<file path="src/rtl/regfile_scoreboard.sv">
// regfile_scoreboard: 2R/1W register file, r0 = 0, pending-write scoreboard; `REGFILE_BYPASS_EN adds write-through forwarding
module regfile_scoreboard #(
  parameter int WIDTH = 32,
  parameter int DEPTH = 32,
  parameter int AW    = 5
) (
  input  logic             clock,
  input  logic             ctrl_reset_n,
  input  logic             ctrl_writeEnable,
  input  logic [AW-1:0]    ctrl_writeReg,
  input  logic [WIDTH-1:0] data_writeReg,
  input  logic             ctrl_markPending,
  input  logic [AW-1:0]    ctrl_pendingReg,
  input  logic [AW-1:0]    ctrl_readRegA,
  input  logic [AW-1:0]    ctrl_readRegB,
  output logic [WIDTH-1:0] data_readRegA,
  output logic [WIDTH-1:0] data_readRegB,
  output logic             stall_A,
  output logic             stall_B,
  output logic             pending_any
);
  logic [WIDTH-1:0] r_regs [DEPTH];
  logic [DEPTH-1:0] r_pend;
  logic             w_wr;
  logic             w_mk;
  assign w_wr = ctrl_writeEnable && (ctrl_writeReg != '0);
  assign w_mk = ctrl_markPending && (ctrl_pendingReg != '0);
  // entry 0 is never written, so it stays at its reset value of zero
  always_ff @(posedge clock or negedge ctrl_reset_n) begin
    if (!ctrl_reset_n) begin
      r_regs <= '{default: '0};
      r_pend <= '0;
    end else begin
      if (w_wr) begin
        r_regs[ctrl_writeReg] <= data_writeReg;
        r_pend[ctrl_writeReg] <= 1'b0;
      end
      if (w_mk) r_pend[ctrl_pendingReg] <= 1'b1;
    end
  end
`ifdef REGFILE_BYPASS_EN
  logic w_fwd_a, w_fwd_b;
  assign w_fwd_a = w_wr && (ctrl_readRegA == ctrl_writeReg);
  assign w_fwd_b = w_wr && (ctrl_readRegB == ctrl_writeReg);
  assign data_readRegA = w_fwd_a ? data_writeReg : r_regs[ctrl_readRegA];
  assign data_readRegB = w_fwd_b ? data_writeReg : r_regs[ctrl_readRegB];
  assign stall_A = w_fwd_a ? (w_mk && ctrl_pendingReg == ctrl_readRegA) : r_pend[ctrl_readRegA];
  assign stall_B = w_fwd_b ? (w_mk && ctrl_pendingReg == ctrl_readRegB) : r_pend[ctrl_readRegB];
`else
  assign data_readRegA = r_regs[ctrl_readRegA];
  assign data_readRegB = r_regs[ctrl_readRegB];
  assign stall_A = r_pend[ctrl_readRegA];
  assign stall_B = r_pend[ctrl_readRegB];
`endif
  assign pending_any = |r_pend;
endmodule

</file>
<file path="config.mk">
export PLATFORM = sky130hd
export DESIGN_NAME = regfile_scoreboard
export DESIGN_NICKNAME = d
export VERILOG_FILES = /design/src/rtl/regfile_scoreboard.sv
export SDC_FILE = /design/constraint.sdc
export NUM_CORES = 2
export LEC_CHECK = 0
export BUFFER_PORTS_ARGS = -buffer_cell sky130_fd_sc_hd__buf_2
export CAP_MARGIN = 15
export CELL_PAD_IN_SITES_DETAIL_PLACEMENT = 1
export CELL_PAD_IN_SITES_GLOBAL_PLACEMENT = 2
export CORE_AREA = 2 2 365 367
export DETAILED_ROUTE_END_ITERATION = 7
export DIE_AREA = 0 0 367 369
export PLACE_DENSITY_LB_ADDON = 0.1
export SYNTH_ARGS = -nofsm -noshare
export SYNTH_HDL_FRONTEND = slang
export SYNTH_SLANG_ARGS = --single-unit
export TNS_END_PERCENT = 30
</file>
<file path="constraint.sdc">
create_clock -name clock -period 2 [get_ports clock]
set_input_delay 0.2 -clock clock [delete_from_list [all_inputs] [get_ports clock]]
set_output_delay 0.2 -clock clock [all_outputs]
set_load 0.02 [all_outputs]
</file>
==> out/results.ini <==
[setup_path]
slowest_delay_ps=390
crit_required_ps=1800
startpoint_type=flip-flop
cp.arrival_ps=2250
reg2reg_depth=2
crit_slowest_cell=dfrtp_1
critPathMaxFanout=3
crit_path_end_kind=output pin
cp_cell_sequence=mux2i_1, a22o_1, nor3_1, buf_4, a31oi_4, nand3_4, buf_6
worst-setup-path-type=reg -> out

[floorplanning]
io_pins=123
die_x_microns=367
fp-row-count=133
initial_core_util_pct=43.8
die_h_microns=369
die_area_sq_um=135000
coreArea_sq_um=131000

[global_routing]
grt_remaining_overflow=0
track_usage_pct=30.8
grt_max_degree=89
antenna_found_initial=15
grt_pass1_wl_microns=310000
grt_pass1_vias=45000

[drt]
drtIter0Drc=2874
post_drt_wl_per_cell_microns=30.2
wirelength_microns=209000
drc=0
dr.pass1.iters=5
vias=41700
antenna_left=0
viasPerCell=6.04

[synthesis]
avgSynthCellArea_sq_um=11.9
synth_warnings=0
synth_edf_count=0
synth_cells=4813
ys_seq_elements=1056
syn_nets=4869
synth_flop_cell=dfrtp_1
ys_async_sr_fraction_pct=100
synth-seq-area-share_pct=46.0
synth.distinct_cells=44
synth_area_sq_um=57500

[clock_network]
cts_root_buf=clkbuf_16
clockBufferDepth=3
cts_tree=yes
cts.clk_slew.worst_paths_ps=60
clock_sinks=1056
insertion_delay_ps=770
numCtsBuffers=130
cts_htree_levels=4

[cells_and_area]
drive_gt1_share_pct=37.7
seq_area_sq_um=26400
final_area_sq_um=69800
layout_commonest_cell=dfrtp_1
fill_cells=13200
multi_input_area_sq_um=29900
layoutNonFillerInstCount=6910
area_growth_pct=21.5
fin_nets=5124
layout_common_cells=dfrtp_1, mux2i_1, mux2_2, buf_4, nand2_1

[timing]
worst_slew_pin_slew_ps=1040
hold_violations=0
setup_viol_count_final=67
setup_ws_ps=-453
timing.fmax_mhz=408
maxSlewHeadroom_pct=30.4
period_minus_slack_ps=2450
rsz0062_at_grt=yes
drv_slew=0
finalCritPeriodShare_pct=123
fin_skew_ps=0

[place]
routabilityCongestion=0.825
place_inst=6689
dpl_cell_area_sq_um=64300
dpl.hpwl_microns=138000
io_buffers=122

[outcome]
status=complete, but fails checks
violations=negative setup slack

[min_path]
hp-class=in -> reg
hold_path_depth=2

[flow_run]
drv_cap=0

[power]
ir_worst_vdd_mv=0.785
power.total_mw=66.7
leakagePower_nw=33.1
power_density_nw_per_um2=955

==> registers in the layout, indices dropped and copies added (netlist names) <==
register  cells
r_pend       32
r_regs     1024
==> synth_stat cells (3+ instances only) <==
master	number	share of area, %
a21oi_1	198	1.7
a22o_1	141	2.1
a22oi_1	198	2.6
a31oi_1	66	0.72
a32o_1	4	0.070
and3_1	3	0.033
buf_1	20	0.13
buf_2	187	1.6
buf_4	44	0.57
buf_6	3	0.059
clkbuf_1	246	1.6
dfrtp_1	1056	46
inv_1	13	0.085
mux2_1	13	0.25
mux2_2	979	19
mux2i_1	1054	18
nand2_1	228	1.5
nand2b_1	8	0.087
nand3_1	204	1.8
nand4_1	3	0.033
nor2_1	10	0.065
nor2_2	6	0.065
nor2b_1	11	0.12
nor3_1	67	0.58
nor3_2	3	0.052
nor4_1	8	0.087
o21ai_0	5	0.044
o22ai_1	12	0.13
or2_2	4	0.044
==> layout make-up <==
type / count / area share, %
inverter: 13 / 0.0699
multi-input combinational: 3244 / 42.9
antenna: 2 / 0.00717
clock buffer: 184 / 5.42
timing repair buffer: 623 / 9.99
clock inverter: 33 / 0.665
tap: 1755 / 3.14
sequential: 1056 / 37.8
==> path summary, 6_finish.rpt <==
check / start / endpoint / slack, ps
hold / removal: data_writeReg[3] / r_regs[387] / 70
hold reg to reg: r_regs[1021] / r_regs[1021] / 400
setup reg to reg: r_pend[11] / r_pend[11] / 630
max in group asynchronous: ctrl_reset_n / r_regs[493] / 340
min in group asynchronous: ctrl_reset_n / r_regs[775] / 180
setup / recovery: r_regs[936] / data_readRegB[8] / -450
==> layer usage <==
metal / wire, microns / vias to the layer above / GRT usage [%]
met3: 7800 / 340 / 3.91
met5: 23 / - / 0
met2: 101000 / 864 / 51.8
li1: - / 18300 / -
met4: 6090 / 4 / 9.32
met1: 93800 / 22300 / 41.5
==> what timing repair did <==
item | 4_1_cts | 5_1_grt
hold buffers | 11 | 0
resized for setup | 203 | 32
hold endpoints to repair | 766 | 0
pin swaps | 73 | 35
setup buffers | 4 | 4
endpoints found under the setup margin | 67 | 67
==> cells by family after synthesis <==
kind of cell           after synthesis  share of synthesized area (%)
DFF                               1056                           46.0
and+or+nand+nor                    571                           4.71
AOI/OAI and AO/OA                  627                           7.46
muxes                             2046                           37.8
buffers and inverters              513                           4.08
==> critical path, delay by kind of cell, from the launching register on <==
family	cells	cell delay, ps
AO/OA/AOI/OAI	2	380
buffers and inverters	2	330
flip-flops	1	390
multiplexers	1	180
AND/OR/NAND/NOR	2	200
==> power breakdown <==
part | internal [mW] | leakage (nW) | switching, mW
combinational | 7.27 | 17.5 | 6.65
clock | 14.5 | 2.09 | 9.51
sequential | 25.5 | 13.5 | 3.28
total | 47.2 | 33.1 | 19.4
==> through the flow <==
stage | util [%] | hold WS, ps | setup TNS [ps] | setup slack, ps
6_report | 53.3 | 65.7 | -22850 | -453
5_1_grt | 53.3 | 65.5 | -29300 | -537
4_1_cts | 53.1 | 24.7 | -26270 | -463
3_5_place_dp | 49.1 | 139 | -9650 | -391
3_3_place_gp | 49.1 | 142 | -8710 | -399
2_1_floorplan | - | -95.6 | 0 | 308
(Power assumes the default switching activity.)
